**config.mk**
```make
export PLATFORM = sky130hd
export DESIGN_NAME = parity_serial_rx
export DESIGN_NICKNAME = d
export VERILOG_FILES = /design/src/rtl/parity_link_pkg.sv /design/src/rtl/parity_rx_sync.sv /design/src/rtl/parity_serial_rx.sv
export SDC_FILE = /design/constraint.sdc
export NUM_CORES = 1
export LEC_CHECK = 0
export BUFFER_PORTS_ARGS = -buffer_cell sky130_fd_sc_hd__buf_2
export CAP_MARGIN = 10
export CORE_MARGIN = 10
export CORE_UTILIZATION = 62
export CTS_CLUSTER_DIAMETER = 30
export CTS_CLUSTER_SIZE = 25
export DETAILED_ROUTE_END_ITERATION = 12
export HOLD_SLACK_MARGIN = 0.08
export PLACE_DENSITY = 0.86
export SYNTH_ARGS = -nofsm -noshare
export SYNTH_HDL_FRONTEND = slang
export SYNTH_SLANG_ARGS = --single-unit
```
**constraint.sdc**
```tcl
create_clock -name CLK -period 3.65 [get_ports CLK]
set_clock_uncertainty 0.05 [all_clocks]
set_input_delay 0.5475 -clock CLK [delete_from_list [all_inputs] [get_ports CLK]]
set_output_delay 0.5475 -clock CLK [all_outputs]
set_load 0.02 [all_outputs]
```
**src/rtl/parity_link_pkg.sv**
```systemverilog
// parity_link_pkg: types and helpers shared by both ends of the odd-parity serial link
//   DATA_BITS  : payload bits per frame
//   state_t    : receiver frame states
//   odd_parity : parity bit that makes data plus parity hold an odd number of ones
package parity_link_pkg;
   localparam int DATA_BITS = 8;
   typedef enum logic [2:0] {IDLE, START, DATA, PARITY, STOP, BREAK} state_t;
   function automatic logic odd_parity(input logic [DATA_BITS-1:0] data);
      return ~^data;
   endfunction
endpackage

```
**src/rtl/parity_rx_sync.sv**
```systemverilog
// parity_rx_sync: 2-flop synchronizer for the serial line plus falling-edge detect
//   clk_i  : system clock
//   rst_ni : asynchronous active-low reset
//   sin_i  : raw serial line, asynchronous to clk_i
//   line_o : synchronized line (resets to 1)
//   fall_o : synchronized line went 1 -> 0 this cycle
module parity_rx_sync (
   input  logic clk_i,
   input  logic rst_ni,
   input  logic sin_i,
   output logic line_o,
   output logic fall_o
);
   logic       meta_q, line_q, prev_q;
   logic [1:0] arm_q;
   // arm_q marks when line_q holds a real sample rather than its reset value, so a
   // line already low at reset release is never taken for a falling edge
   always_ff @(posedge clk_i or negedge rst_ni) begin
      if (!rst_ni) begin
         meta_q <= 1'b1;
         line_q <= 1'b1;
         prev_q <= 1'b0;
         arm_q  <= 2'b00;
      end else begin
         meta_q <= sin_i;
         line_q <= meta_q;
         prev_q <= line_q & arm_q[1];
         arm_q  <= {arm_q[0], 1'b1};
      end
   end
   assign line_o = line_q;
   assign fall_o = prev_q & ~line_q;
endmodule

```
**src/rtl/parity_serial_rx.sv**
```systemverilog
// parity_serial_rx: odd-parity serial receiver (start, 8 data, parity, stop)
//   CLK   : system clock
//   RSTN  : asynchronous active-low reset
//   SIN   : serial line, idle high
//   DOUT  : received byte, DOUT[0] is the first data bit on the line
//   VALID : one-cycle pulse when DOUT/PERR/FERR update
//   PERR  : parity error on the last reported frame
//   FERR  : framing error (stop bit low) on the last reported frame
//   BUSY  : frame in progress (any state other than IDLE)
module parity_serial_rx
   import parity_link_pkg::*;
#(
   parameter int CLKS_PER_BIT = 16
) (
   input  logic                 CLK,
   input  logic                 RSTN,
   input  logic                 SIN,
   output logic [0:DATA_BITS-1] DOUT,
   output logic                 VALID,
   output logic                 PERR,
   output logic                 FERR,
   output logic                 BUSY
);
   localparam int CW = $clog2(CLKS_PER_BIT);
   localparam logic [CW-1:0] HALF_LAST = CW'(CLKS_PER_BIT / 2 - 1);
   localparam logic [CW-1:0] BIT_LAST  = CW'(CLKS_PER_BIT - 1);
   logic                 line, fall, tick;
   state_t               state_q, state_d;
   logic [CW-1:0]        cnt_q, cnt_d;
   logic [2:0]           idx_q, idx_d;
   logic [0:DATA_BITS-1] shift_q, shift_d, dout_q, dout_d;
   logic                 par_q, par_d, valid_q, valid_d, perr_q, perr_d, ferr_q, ferr_d;
   parity_rx_sync u_sync (
      .clk_i  (CLK),
      .rst_ni (RSTN),
      .sin_i  (SIN),
      .line_o (line),
      .fall_o (fall)
   );
   // START waits half a bit to land mid-bit; every later sample is a full bit apart
   assign tick = cnt_q == (state_q == START ? HALF_LAST : BIT_LAST);
   always_ff @(posedge CLK or negedge RSTN) begin
      if (!RSTN) state_q <= IDLE;
      else       state_q <= state_d;
   end
   always_comb begin
      state_d = state_q;
      case (state_q)
         IDLE:    state_d = fall ? START : IDLE;
         START:   state_d = tick ? (line ? IDLE : DATA) : START;
         DATA:    state_d = (tick && idx_q == 3'd7) ? PARITY : DATA;
         PARITY:  state_d = tick ? STOP : PARITY;
         STOP:    state_d = tick ? (line ? IDLE : BREAK) : STOP;
         BREAK:   state_d = line ? IDLE : BREAK;
         default: state_d = IDLE;
      endcase
   end
   always_comb begin
      cnt_d   = (state_q == IDLE || state_q == BREAK || tick) ? '0 : cnt_q + CW'(1);
      idx_d   = state_q == START ? 3'd0 :
                (state_q == DATA && tick && idx_q != 3'd7) ? idx_q + 3'd1 : idx_q;
      shift_d = shift_q;
      if (state_q == DATA && tick) shift_d[idx_q] = line;
      par_d   = (state_q == PARITY && tick) ? line : par_q;
      valid_d = state_q == STOP && tick;
      dout_d  = valid_d ? shift_q : dout_q;
      perr_d  = valid_d ? par_q != odd_parity(shift_q) : perr_q;
      ferr_d  = valid_d ? ~line : ferr_q;
   end
   always_ff @(posedge CLK or negedge RSTN) begin
      if (!RSTN) begin
         cnt_q   <= '0;
         idx_q   <= 3'd0;
         shift_q <= '0;
         par_q   <= 1'b0;
         valid_q <= 1'b0;
         dout_q  <= '0;
         perr_q  <= 1'b0;
         ferr_q  <= 1'b0;
      end else begin
         cnt_q   <= cnt_d;
         idx_q   <= idx_d;
         shift_q <= shift_d;
         par_q   <= par_d;
         valid_q <= valid_d;
         dout_q  <= dout_d;
         perr_q  <= perr_d;
         ferr_q  <= ferr_d;
      end
   end
   always_comb begin
      BUSY  = state_q != IDLE;
      DOUT  = dout_q;
      VALID = valid_q;
      PERR  = perr_q;
      FERR  = ferr_q;
   end
endmodule

```
Word level (Yosys, flattened, before mapping)
Cells that the tools add are included.
{"block": "word_totals", "latchBits": 0, "ramBits": 0, "register_bits": 35, "n_memories": 0, "in_bits": 3, "romBits": 0}
{"block": "op_classes", "n_eq_ne": 9, "magnitude_cmp": 2, "mux": 15, "reduce_logical": 12, "n_div": 0, "bitwise_logic": 4, "mul": 0, "n_shift": 0, "n_addsub": 2}
{"operator": "$pmux W3 S6", "n": 1}
{"operator": "$mux W3", "n": 5}
{"operator": "$eq A3 B3 Y1 const B", "n": 3}
{"operator": "$bwmux W8", "n": 1}
{"operator": "$mux W4", "n": 2}
{"operator": "$reduce_xnor A8 Y1", "n": 1}
{"operator": "$eq A3 B2 Y1 const B", "n": 2}
{"operator": "$logic_and A1 B1 Y1", "n": 6}
{"operator": "$add A4 B1 Y4 const B", "n": 1}
{"operator": "$eq A4 B4 Y1", "n": 1}
{"operator": "$ge A4 B4 Y1 const B", "n": 1}
{"operator": "$lt A4 B1 Y1 const B", "n": 1}
{"operator": "$mux W2", "n": 2}
{"operator": "$not A3 Y4", "n": 1}
{"operator": "$add A3 B1 Y3 const B", "n": 1}
{"operator": "$demux W1 S3", "n": 1}
{"operator": "$eq A3 B1 Y1 const B", "n": 1}
{"operator": "$logic_not A3 Y1", "n": 1}
{"operator": "$mux W1", "n": 3}
{"operator": "$ne A3 B3 Y1 const B", "n": 1}
{"operator": "$reduce_bool A3 Y1", "n": 1}
{"operator": "$and A1 B1 Y1", "n": 2}
{"operator": "$logic_or A1 B1 Y1", "n": 2}
{"operator": "$reduce_bool A2 Y1", "n": 1}
{"operator": "other kinds (2)", "n": 2}

Logic depth before layout (Yosys ltp)
Gate-level depths: netlist of run 1.
{"block": "depth", "ltp_word": 7, "mapped_depth": 7, "mapped_depth_nobuf": 5}

Cells and area by module
A second synthesis of run 1 with hierarchy kept.
{"block": "unflattened", "hier_cells": 130, "hier_area_um2": 1602.8}
{"mod": "parity_serial_rx", "instances": 1, "cells_per_inst": 122, "area_per_inst_um2": 1455.1, "seq_area_each_um2": 750.7}
{"mod": "parity_rx_sync", "instances": 1, "cells_per_inst": 8, "area_per_inst_um2": 147.6, "seq_area_each_um2": 127.6}

Worst setup path before layout of run 1
Ideal clock, no wire load.
{"block": "synth_timing", "kind": "reg2reg", "start": "register cnt_q[0]", "end": "register dout_q, in the netlist DOUT[1]", "setup_slack_ns": 1.875, "path_buffers": 2, "required_time_ns": 3.475, "arrival_ns": 1.599, "path_stages_with_launch": 7, "cell_sequence": "dfrtp_1 -> ha_1 -> nand3_2 -> or3_1 -> buf_6 -> buf_8 -> mux2_4"}
{"block": "synth_via", "elab_chain_len": 2}
{"item": "from (decl)", "line_no": "parity_serial_rx.sv:29", "source": "logic [CW-1:0] cnt_q, cnt_d;"}
{"item": "from (signal assigned)", "line_no": "parity_serial_rx.sv:81", "source": "cnt_q <= cnt_d;"}
{"item": "$eq A4 B4 Y1", "line_no": "parity_serial_rx.sv:41", "source": "assign tick = cnt_q == (state_q == START ? HALF_LAST : BIT_LAST);"}
{"item": "$logic_and A1 B1 Y1", "line_no": "parity_serial_rx.sv:65", "source": "valid_d = state_q == STOP && tick;"}
{"item": "to (signal assigned)", "line_no": "parity_serial_rx.sv:86", "source": "dout_q <= dout_d;"}
{"item": "to (decl)", "line_no": "parity_serial_rx.sv:31", "source": "logic [0:DATA_BITS-1] shift_q, shift_d, dout_q, dout_d;"}
Every way passes these cells.
A chain may end at the register's enable or synchronous reset.

Final worst setup path of run 1
{"block": "layout_timing", "start": "register state_q[1]", "end": "output port BUSY"}
{"block": "layout_via", "elab_chain_len": 1}
{"item": "from (decl)", "line_no": "parity_serial_rx.sv:28", "source": "state_t state_q, state_d;"}
{"item": "from (signal assigned)", "line_no": "parity_serial_rx.sv:44", "source": "else state_q <= state_d;"}
{"item": "$reduce_bool A3 Y1", "line_no": "parity_serial_rx.sv:92", "source": "BUSY = state_q != IDLE;"}
{"item": "to (decl)", "line_no": "parity_serial_rx.sv:22", "source": "output logic BUSY"}
Every way passes these cells.

==> results.md, run 1 <==
* CP max stage delay at approximately 0.53 ns
* Endpoints failing setup at 0
* Die Y at 70.8 um
* Core area at between 2000 and 2500 um^2
* Final WS setup at 1.62 ns
* HP Class: in -> async
* Area of the mapped netlist at 1600 um^2
* Final slew viol count at 0
* Gr ovfl total at 0
* Slowest stage cell, crit path: dfrtp_1
* Synth top area cells: dfrtp_1 (52%), mux2_2 (7.7%), mux2_4 (4.7%), xnor2_1 (3.8%), dfstp_2 (3.3%)
* Initial antenna violation count at 0
* Finished Layout Cells at between 150 and 200
* Synth top area share at 51.6%
* LEAKAGE at approximately 0.90 nW
* Starting Density at 64.6%
* Max clock buf depth at 2
* Synth cell types at 37
* Max FO, Critical Path at 13
* Gpl congestion at 0.804
* IO buf count at 14
* Worst hold slack at roughly 0.22 ns
* Status: completed
* Antenna viol nets, final at 0
* Leading area contributor after synthesis: dfrtp_1
* H-tree depth at 2
* DR vias at 968
* PD cells at 476 nW/um^2
* Total CTS buffers at 5
* Crit path launch type: flop
* Fraction of registers with async set/reset at 100%
* Cell family with most CP delay: flip-flops
* Syn Area/Cell at between 10 and 15 um^2
* First-pass GRT wire length at 4.56 mm
* Final Power at 0.823 mW
* Syn nets at ~140
* Per-cell routed wire length at about 15 um
* FP Rows at 18
* Final Hold Viols at 0
* Hpwl dp at 1.82 mm
* Fin Setup TNS at 0 ns
* Cells after synthesis at 129
* CTS Sinks at 35
* Layout area overhead at 7.89%
* Actual slew at the worst max-slew pin at between 0.7 and 0.8 ns
* Vias in the first global route at 1,036
* Final Cycle Share at a little under three fifths
* # resized after CTS at 0
* Final min period at approximately 2.0 ns
* WS Path Type: reg -> out
* Vias per cell at 5.56
* WP data arrival at roughly 1.4 ns
* Top_reg_cell synth: dfrtp_1
* NumNets Final at approximately 150
* Dpl cells at 166
* FF+latch count, synth at 35
* Clock latency on the worst-skew pair at between 0.3 and 0.4 ns
* DRC errors left at 0
* Share of layout cells above drive strength 1 at 28.5%
* Register area share after synthesis at 54.8%
* Post-layout util at 69.7%
* Worst IR Drop VDD at 417 uV
* Die Width at 70.8 um
* Number of synthesized flops with an enable pin at 0
* Setup Buffers After CTS at 0
* Placed cell area at around 1700 um^2
* CP bufs+invs at 1
* Io pins at 15
* Drt first pass iters at 4
* Clk root buf: clkbuf_4
* Die area at 5020 um^2
* Setup WS pre-CTS at 1.69 ns
* Peak Freq at 0.492 GHz
* Worst Setup End Kind: output pin
* Hold Buf Count CTS at 0
* WP data required at roughly 3.1 ns
* N_diodes at 0
* Total number of yosys warnings at 0
* Crit-path cells: or3_1, buf_2
* Initial DRC count at 26
* Design Area, Final at about 1700 um^2
* Largest net degree at the start of global routing at 36
* Post-Route WL at about 2.6 mm
* Worst-path clk slew at about 0.10 ns
* Max-Cap Viols at 0
* CTS tree: done
* RSZ-0062 raised after global routing: false
* Slew headroom at 50.4%
* Global Route Usage Sum at 11.0%
-- registers in the layout, summed over array words and instances, names as in the netlist --
name and flops:
DOUT 8, FERR 1, PERR 1, VALID 1, cnt_q 4, idx_q 3, par_q 1, shift_q 8
state_q 3, u_sync.arm_q 2, u_sync.line_o 1, u_sync.meta_q 1, u_sync.prev_q 1
-- cell families (layout without fill, tap and decap cells) --
| family | Yosys count | after routing | synth area share, % |
|---|---|---|---|
| compound gates | 12 | 12 | 4.92 |
| xor+xnor | 12 | 12 | 7.42 |
| fa+ha+maj | 3 | 3 | 2.34 |
| buf+inv | 10 | 25 | 3.83 |
| flops | 35 | 35 | 54.8 |
| mux | 18 | 18 | 13.7 |
| other cells | 1 | 1 | 0.234 |
| simple gates | 38 | 38 | 12.7 |
-- report_power, final --
part | leakage, nW | switching (mW) | internal, mW
Sequential | 0.469 | 0.0452 | 0.417
Combinational | 0.398 | 0.0723 | 0.0549
Clock | 0.0386 | 0.120 | 0.113
-- path summary, 6_finish.rpt --
kind	from	slack, ns	cells after the start	endpoint
setup / recovery	state_q[1]	1.62	2	BUSY
hold / removal	RSTN	0.22	1	DOUT[3]
setup reg to reg	cnt_q[0]	1.67	4	DOUT[5]
hold reg to reg	u_sync.arm_q[0]	0.31	0	u_sync.arm_q[1]
max in group asynchronous	RSTN	2.86	1	shift_q[4]
min in group CLK	SIN	0.26	1	u_sync.meta_q
-- worst reg2reg max path, stage by stage (launching register included) --
cell and delay [ns]:
dfrtp_1 0.39, ha_1 0.29, nand3_2 0.13, or3_1 0.62
mux2_4 0.39
-- layout make-up --
type | count | area (um^2)
Inverter | 3 | 11.3
Clock buffer | 8 | 68.8
Timing Repair Buffer | 14 | 70.1
Multi-Input combinational cell | 84 | 662
Fill cell | 180 | 749
Tap cell | 30 | 37.5
Sequential cell | 35 | 878
-- synthesized netlist by cell type (2+ instances only) --
cell      instances
ha_1              3
xnor2_1           7
nand4b_1          2
mux2_2           11
inv_1             3
nor2_1           10
nand3_1           3
nand2b_1          2
nor2b_1           3
dfstp_2           2
nand2_1           9
or3_1             2
a21oi_1           2
xor2_1            4
a41oi_1           2
clkbuf_1          3
o21ai_0           4
dfrtp_1          33
mux2_4            5
mux2i_1           2
-- metal layers --
metal / wire, um / global-route usage [%] / share of wire [%]
met4: 69 / 7.53 / 2.7
met1: 1100 / 11.5 / 43
met3: 138 / 4.18 / 5.4
met5: 0 / 0 / 0
met2: 1250 / 18.1 / 49
-- cells in the final DEF, fill, tap and decap left out, types with 3 or more instances in the layout --
master / netlist / layout
ha_1: 3 / 3
nor2_1: 10 / 10
buf_2: 1 / 14
nand3_1: 3 / 3
o21ai_0: 4 / 4
nand2_1: 9 / 9
xor2_1: 4 / 4
dfrtp_1: 33 / 33
inv_1: 3 / 3
mux2_2: 11 / 11
mux2_4: 5 / 5
clkbuf_4: 0 / 5
nor2b_1: 3 / 3
xnor2_1: 7 / 7
Power figures use the tool's default switching activity.
==> inputs of run 2 (changes only) <==
Settings changed: ABC_AREA set to 1, CORE_UTILIZATION 62 to 58, PLACE_DENSITY 0.86 to 0.81.
Clock period 3.65 ns to 2.05 ns, I/O delays scaled along.
==> run 2 against run 1 <==
Largest cell class unchanged. Synthesized cell count grew 53%. Highest routed layer unchanged. Sequential power up 75%. Worst hold slack improved by 0.092 ns. Total power up 98%. Final area grew 7.5%. Register-to-register slack worse by 1.2 ns. Critical endpoint unchanged. Global-route usage rose by 1.7 points. Setup slack got worse by 1.2 ns. Non-clock buffer count up 2.
==> results.md, run 2 <==
* Status: completed
* CTS tree: done
* Global Route Usage Sum at 12.7%
* Syn Area/Cell at 8.47 um^2
* PD cells at 876 nW/um^2
* Worst-path clk slew at 0.11 ns
* CP max stage delay at 0.48 ns
* Setup WS pre-CTS at roughly 0.47 ns
* Post-Route WL at between 3 and 4 mm
* Final Hold Viols at 0
* FF+latch count, synth at 35
* Initial DRC count at 78
* DR vias at 1,271
* # resized after CTS at 0
* CTS Sinks at 35
* DRC errors left at 0
* Max FO, Critical Path at 7
* Top cells by count, synth: nand2_1 (70), dfrtp_1 (33), inv_1 (25)
* WP data arrival at 1.26 ns
* Per-cell routed wire length at about 12 um
* FP Rows at 19
* Commonest non-fill, non-tap cell in the layout: nand2_1
* Worst Setup End Kind: output pin
* Hpwl dp at approximately 2.3 mm
* Max clock buf depth at 2
* Layout area overhead at 10.7%
* WS Path Type: reg -> out
* Die Y at between 70 and 80 um
* Syn nets at 204
* HP Class: reg -> reg
* Die area at 5440 um^2
* Die Width at 73.8 um
* Final WS setup at 0.433 ns
* Endpoints failing setup at 0
* Register area share after synthesis at between 50% and 60%
* Antenna viol nets, final at 0
* Total CTS buffers at 5
* IO buf count at 14
* Vias per cell at 5.08
* Worst IR Drop VDD at 948 uV
* Crit-path cells: nor2_1, nand2_1, buf_2
* Actual slew at the worst max-slew pin at 0.723 ns
* Starting Density at 60.8%
* Final slew viol count at 0
* Synth cell types at 28
* Fraction of registers with async set/reset at 100%
* Gpl congestion at 0.863
* Leading area contributor after synthesis: dfrtp_1
* Final min period at 1.62 ns
* Io pins at 15
* Crit path launch type: flop
* Slowest stage cell, crit path: dfrtp_1
* CP bufs+invs at 1
* WP data required at 1.69 ns
* Post-layout util at roughly two thirds
* First-pass GRT wire length at 5.45 mm
* Top_reg_cell synth: dfrtp_1
* LEAKAGE at 0.982 nW
* Drt first pass iters at 4
* Cell family with most CP delay: flip-flops
* Core area at 2760 um^2
* Gr ovfl total at 0
* Max-Cap Viols at 0
* Most frequent cells in the layout: nand2_1 (70), dfrtp_1 (33), inv_1 (25), nor2_1 (14), buf_2 (14)
* Slew headroom at 51.8%
* Total number of yosys warnings at 0
* Largest net degree at the start of global routing at 36
* Synth top area share at 49.3%
* Number of synthesized flops with an enable pin at 0
* Count leader, synth: nand2_1
* Cells after synthesis at ~200
* Final Cycle Share at 78.9%
* N_diodes at 0
* Vias in the first global route at 1,273
* Initial antenna violation count at 0
* Clk root buf: clkbuf_4
* Fin Setup TNS at 0 ns
* Clock latency on the worst-skew pair at 0.35 ns
* H-tree depth at 2
* Synth top area cells: dfrtp_1 (49%), nand2_1 (16%), inv_1 (5.6%), nand3_1 (3.6%), dfstp_2 (3.1%)
* Area of the mapped netlist at 1680 um^2
* NumNets Final at approximately 220
* Peak Freq at slightly above 0.6 GHz
* Share of layout cells above drive strength 1 at around 17%
* RSZ-0062 raised after global routing: false
-- run 2: cell count changes after synthesis, sizes merged, moves of 6 or more --
cell / before / now
nand2: 9 / 71
inv: 3 / 27
mux2: 16 / 0
o21ai: 4 / 16
nand3: 4 / 14
xnor2: 7 / 0
nor2: 10 / 16
-- run 2: final timing paths --
path | start | to | slack [ns] | depth (start not counted)
worst max-delay path | state_q[0] | BUSY | 0.43 | 3
min in group asynchronous | RSTN | PERR | 0.49 | 2
worst min-delay path | u_sync.arm_q[0] | u_sync.arm_q[1] | 0.31 | 0
max in group asynchronous | RSTN | idx_q[1] | 1.00 | 2
worst min register to register | u_sync.arm_q[0] | u_sync.arm_q[1] | 0.31 | 0
worst max register to register | state_q[0] | shift_q[2] | 0.44 | 6
-- run 2: worst reg2reg max path, cell delays in order, from the launching register on --
cell and delay (ns):
dfrtp_1 0.48, nor3_1 0.31, inv_1 0.14, nor2_4 0.26
nand2_1 0.11, nand2_1 0.06, o21ai_0 0.07
-- run 2: power by group --
group          internal (mW)  switching [mW]  total [mW]
combinational          0.111           0.206       0.316
sequential             0.752          0.0545       0.807
clock                  0.256           0.247       0.503
-- run 2: area by class of cell --
type / count / area [um^2]
Fill cell: 209 / 901
Inverter: 27 / 104
Timing Repair Buffer: 16 / 90.1
Sequential cell: 35 / 878
Clock inverter: 3 / 43.8
Multi-Input combinational cell: 133 / 664
Clock buffer: 5 / 37.5
Tap cell: 31 / 38.8
-- run 2: routing by layer --
metal  wire [um]  global-route usage (%)  share of wire (%)  vias up
met2        1530                    21.5                 49       22
met1        1350                    13.7                 43      585
li1            -                       -                  -      656
met4          60                    6.00                1.9        0
met3         165                    4.71                5.3        8
met5           0                       0                  0        -
-- run 2: kinds of logic (layout without fill, tap and decap cells) --
group | Yosys count | count (layout) | synth area share, %
compound gates | 19 | 19 | 7.39
xor+xnor | 2 | 2 | 1.04
fa+ha+maj | 3 | 3 | 2.24
buf+inv | 30 | 51 | 7.98
flops | 35 | 35 | 52.4
other cells | 1 | 1 | 0.224
simple gates | 108 | 108 | 28.7
-- run 2: timing repair --
item	CTS	global route
hold buffers	2	0
buffers inserted	0	0
hold endpoints to repair	34	0
-- run 2: stage by stage --
stage / total power [mW] / cell area (um^2) / hold WS [ns] / std cells
2_1_floorplan: 1.06 / 1680 / -0.0381 / 198
3_3_place_gp: 1.12 / 1760 / 0.283 / 240
3_5_place_dp: 1.13 / 1760 / 0.285 / 240
4_1_cts: 1.64 / 1860 / 0.310 / 250
5_1_grt: 1.72 / 1860 / 0.325 / 250
6_report: 1.63 / 1860 / 0.308 / 250
==> inputs of run 3 (changes only) <==
Settings changed: ABC_AREA 1 to 0, CORE_UTILIZATION 58 to 57, PLACE_DENSITY 0.81 to 0.8.
Clock period 2.05 ns to 1.7 ns, I/O delays scaled along.
==> run 3 against run 2 <==
Via count fell by 19%. First-iteration DRC count fell by 60%. Non-clock buffer count is 12 higher. Highest routed layer unchanged. Critical endpoint unchanged. Total power is 23% higher. Die area down 2.1%. Critical path depth unchanged. Count of clock-buffer cells in the layout grew 2. Global-route usage fell by 1.6 points. Clock power grew 14%. Cell count decreased by 24%.
==> results.md, run 3 (synthesized netlist as in run 1, its figures left out) <==
* Flop pwr share at approximately 48%
* FP Rows at 19
* Cell mode on critical path: buf_6
* DR vias at 1,024
* Crit path launch type: flop
* Design Area, Final at 1890 um^2
* Layout area overhead at 18.1%
* Final Power at 1.99 mW
* Die Width at ~73 um
* Drt first pass iters at 4
* Worst IR Drop VDD at between 1000 and 1500 uV
* Met2 wire length at around 1.3 mm
* Clock latency on the worst-skew pair at around 0.34 ns
* Logic pwr share at between 20% and 30%
* N_diodes at 0
* Sw Ratio at 27.3%
* First-pass GRT wire length at between 4 and 5 mm
* Sw power at around 0.54 mW
* HP Class: reg -> reg
* DRC errors left at 0
* Most frequent cells in the layout: dfrtp_1 (33), buf_2 (13), mux2_2 (11), nor2_1 (10), buf_4 (10)
* Worst hold slack at 0.306 ns
* Gr ovfl total at 0
* Initial antenna violation count at 0
* P_int at 1.45 mW
* Core area at 2710 um^2
* Gpl congestion at around 0.82
* Commonest non-fill, non-tap cell in the layout: dfrtp_1
* Met3 wire length at between 150 and 200 um
* Crit-path cells: buf_6, or3_4, buf_6
* LEAKAGE at between 0.9 and 1 nW
* Largest net degree at the start of global routing at 36
* Final slew viol count at 0
* RSZ-0062 raised after global routing: true
* Worst Setup End Kind: output pin
* Global Route Usage Sum at 11.2%
* Per-cell routed wire length at 14.4 um
* H-tree depth at 2
* IO buf count at 14
* Die area at 5330 um^2
* WS Path Type: reg -> out
* Setup WS pre-CTS at 0.0187 ns
* Final Cycle Share at 98.9%
* Total CTS buffers at 5
* Vias per cell at 5.42
* CP max stage delay at around 0.42 ns
* Fillers at 199
* Status: completed
* Starting Density at 59.1%
* PD cells at 1050 nW/um^2
* Max FO, Critical Path at 4
* Endpoints failing setup at 0
* Max clock buf depth at 2
* Clk root buf: clkbuf_4
* Placed cell area at 1730 um^2
* NumNets Final at 163
* Hpwl dp at 1.90 mm
* Met1 wire length at 1.16 mm
* Io pins at 15
* Post-Route WL at 2.73 mm
* Initial DRC count at 31
* Die Y at about 73 um
* Final WS setup at around 0.019 ns
* CTS Sinks at 35
* Top routing layer in use: met4
* Final Hold Viols at 0
* Share of layout cells above drive strength 1 at 36.1%
* Worst-path clk slew at around 0.1 ns
* Peak Freq at 0.595 GHz
* Slowest stage cell, crit path: dfrtp_1
* Antenna viol nets, final at 0
* WP data required at roughly 1.4 ns
* CTS tree: done
* Clock power share at between 20% and 30%
* Max-Cap Viols at 0
* WP data arrival at 1.38 ns
* Vias in the first global route at slightly above 1,000
* Final min period at 1.68 ns
## run 3: final timing paths
kind,endpoint,slack (ns),cells after the start,startpoint
max,BUSY,0.02,3,state_q[0]
min,u_sync.arm_q[1],0.31,0,u_sync.arm_q[0]
max reg2reg,DOUT[5],0.03,5,cnt_q[0]
min reg2reg,u_sync.arm_q[1],0.31,0,u_sync.arm_q[0]
max in group asynchronous,u_sync.meta_q,0.85,3,RSTN
min in group asynchronous,PERR,0.40,3,RSTN
## run 3: timing repair
| action | in CTS | in global routing |
|---|---|---|
| hold buffers | 2 | 0 |
| gates resized for setup | 4 | 6 |
| setup buffers | 2 | 3 |
| endpoints found under the hold margin | 34 | 0 |
| endpoints found under the setup margin | 1 | 15 |
| pin swaps | 0 | 1 |
## run 3: final cells by class
cell class,count,area [um^2],share of cell area (%)
repair buffers,28,198,10.4
well taps,31,38.8,2.05
inverters,3,11.3,0.595
flip-flops and latches,35,878,46.4
clock buffers,7,45.0,2.38
multi-input cells,84,691,36.5
clock inverters,1,30.0,1.59
## run 3: critical path: cells and delay by family (launching register included)
kind / cells / cell delay [ns]
buffers and inverters: 2 / 0.27
DFF: 1 / 0.42
and+or+nand+nor: 1 / 0.35
## run 3: stage by stage
stage	std cells	util, %	TNS, ns
global placement	175	63.9	0
detailed placement	175	63.9	0
global route	189	69.8	-0.114
floorplan	129	-	0
CTS	187	68.5	0
finish	189	69.8	0
## run 3: routing by layer
layer	vias up	GRT usage [%]
li1	498	-
met2	17	17.3
met4	0	5.06
met5	-	0
met3	6	5.71
met1	503	12.4
## run 3: power groups by stage
stage	registers [mW]	clock network, mW	logic (mW)
after floorplan	0.950	0	0.281
after global placement	0.961	0	0.367
after detailed placement	0.968	0	0.377
after CTS	0.953	0.592	0.438
after global routing	0.964	0.628	0.525
final	0.954	0.571	0.469
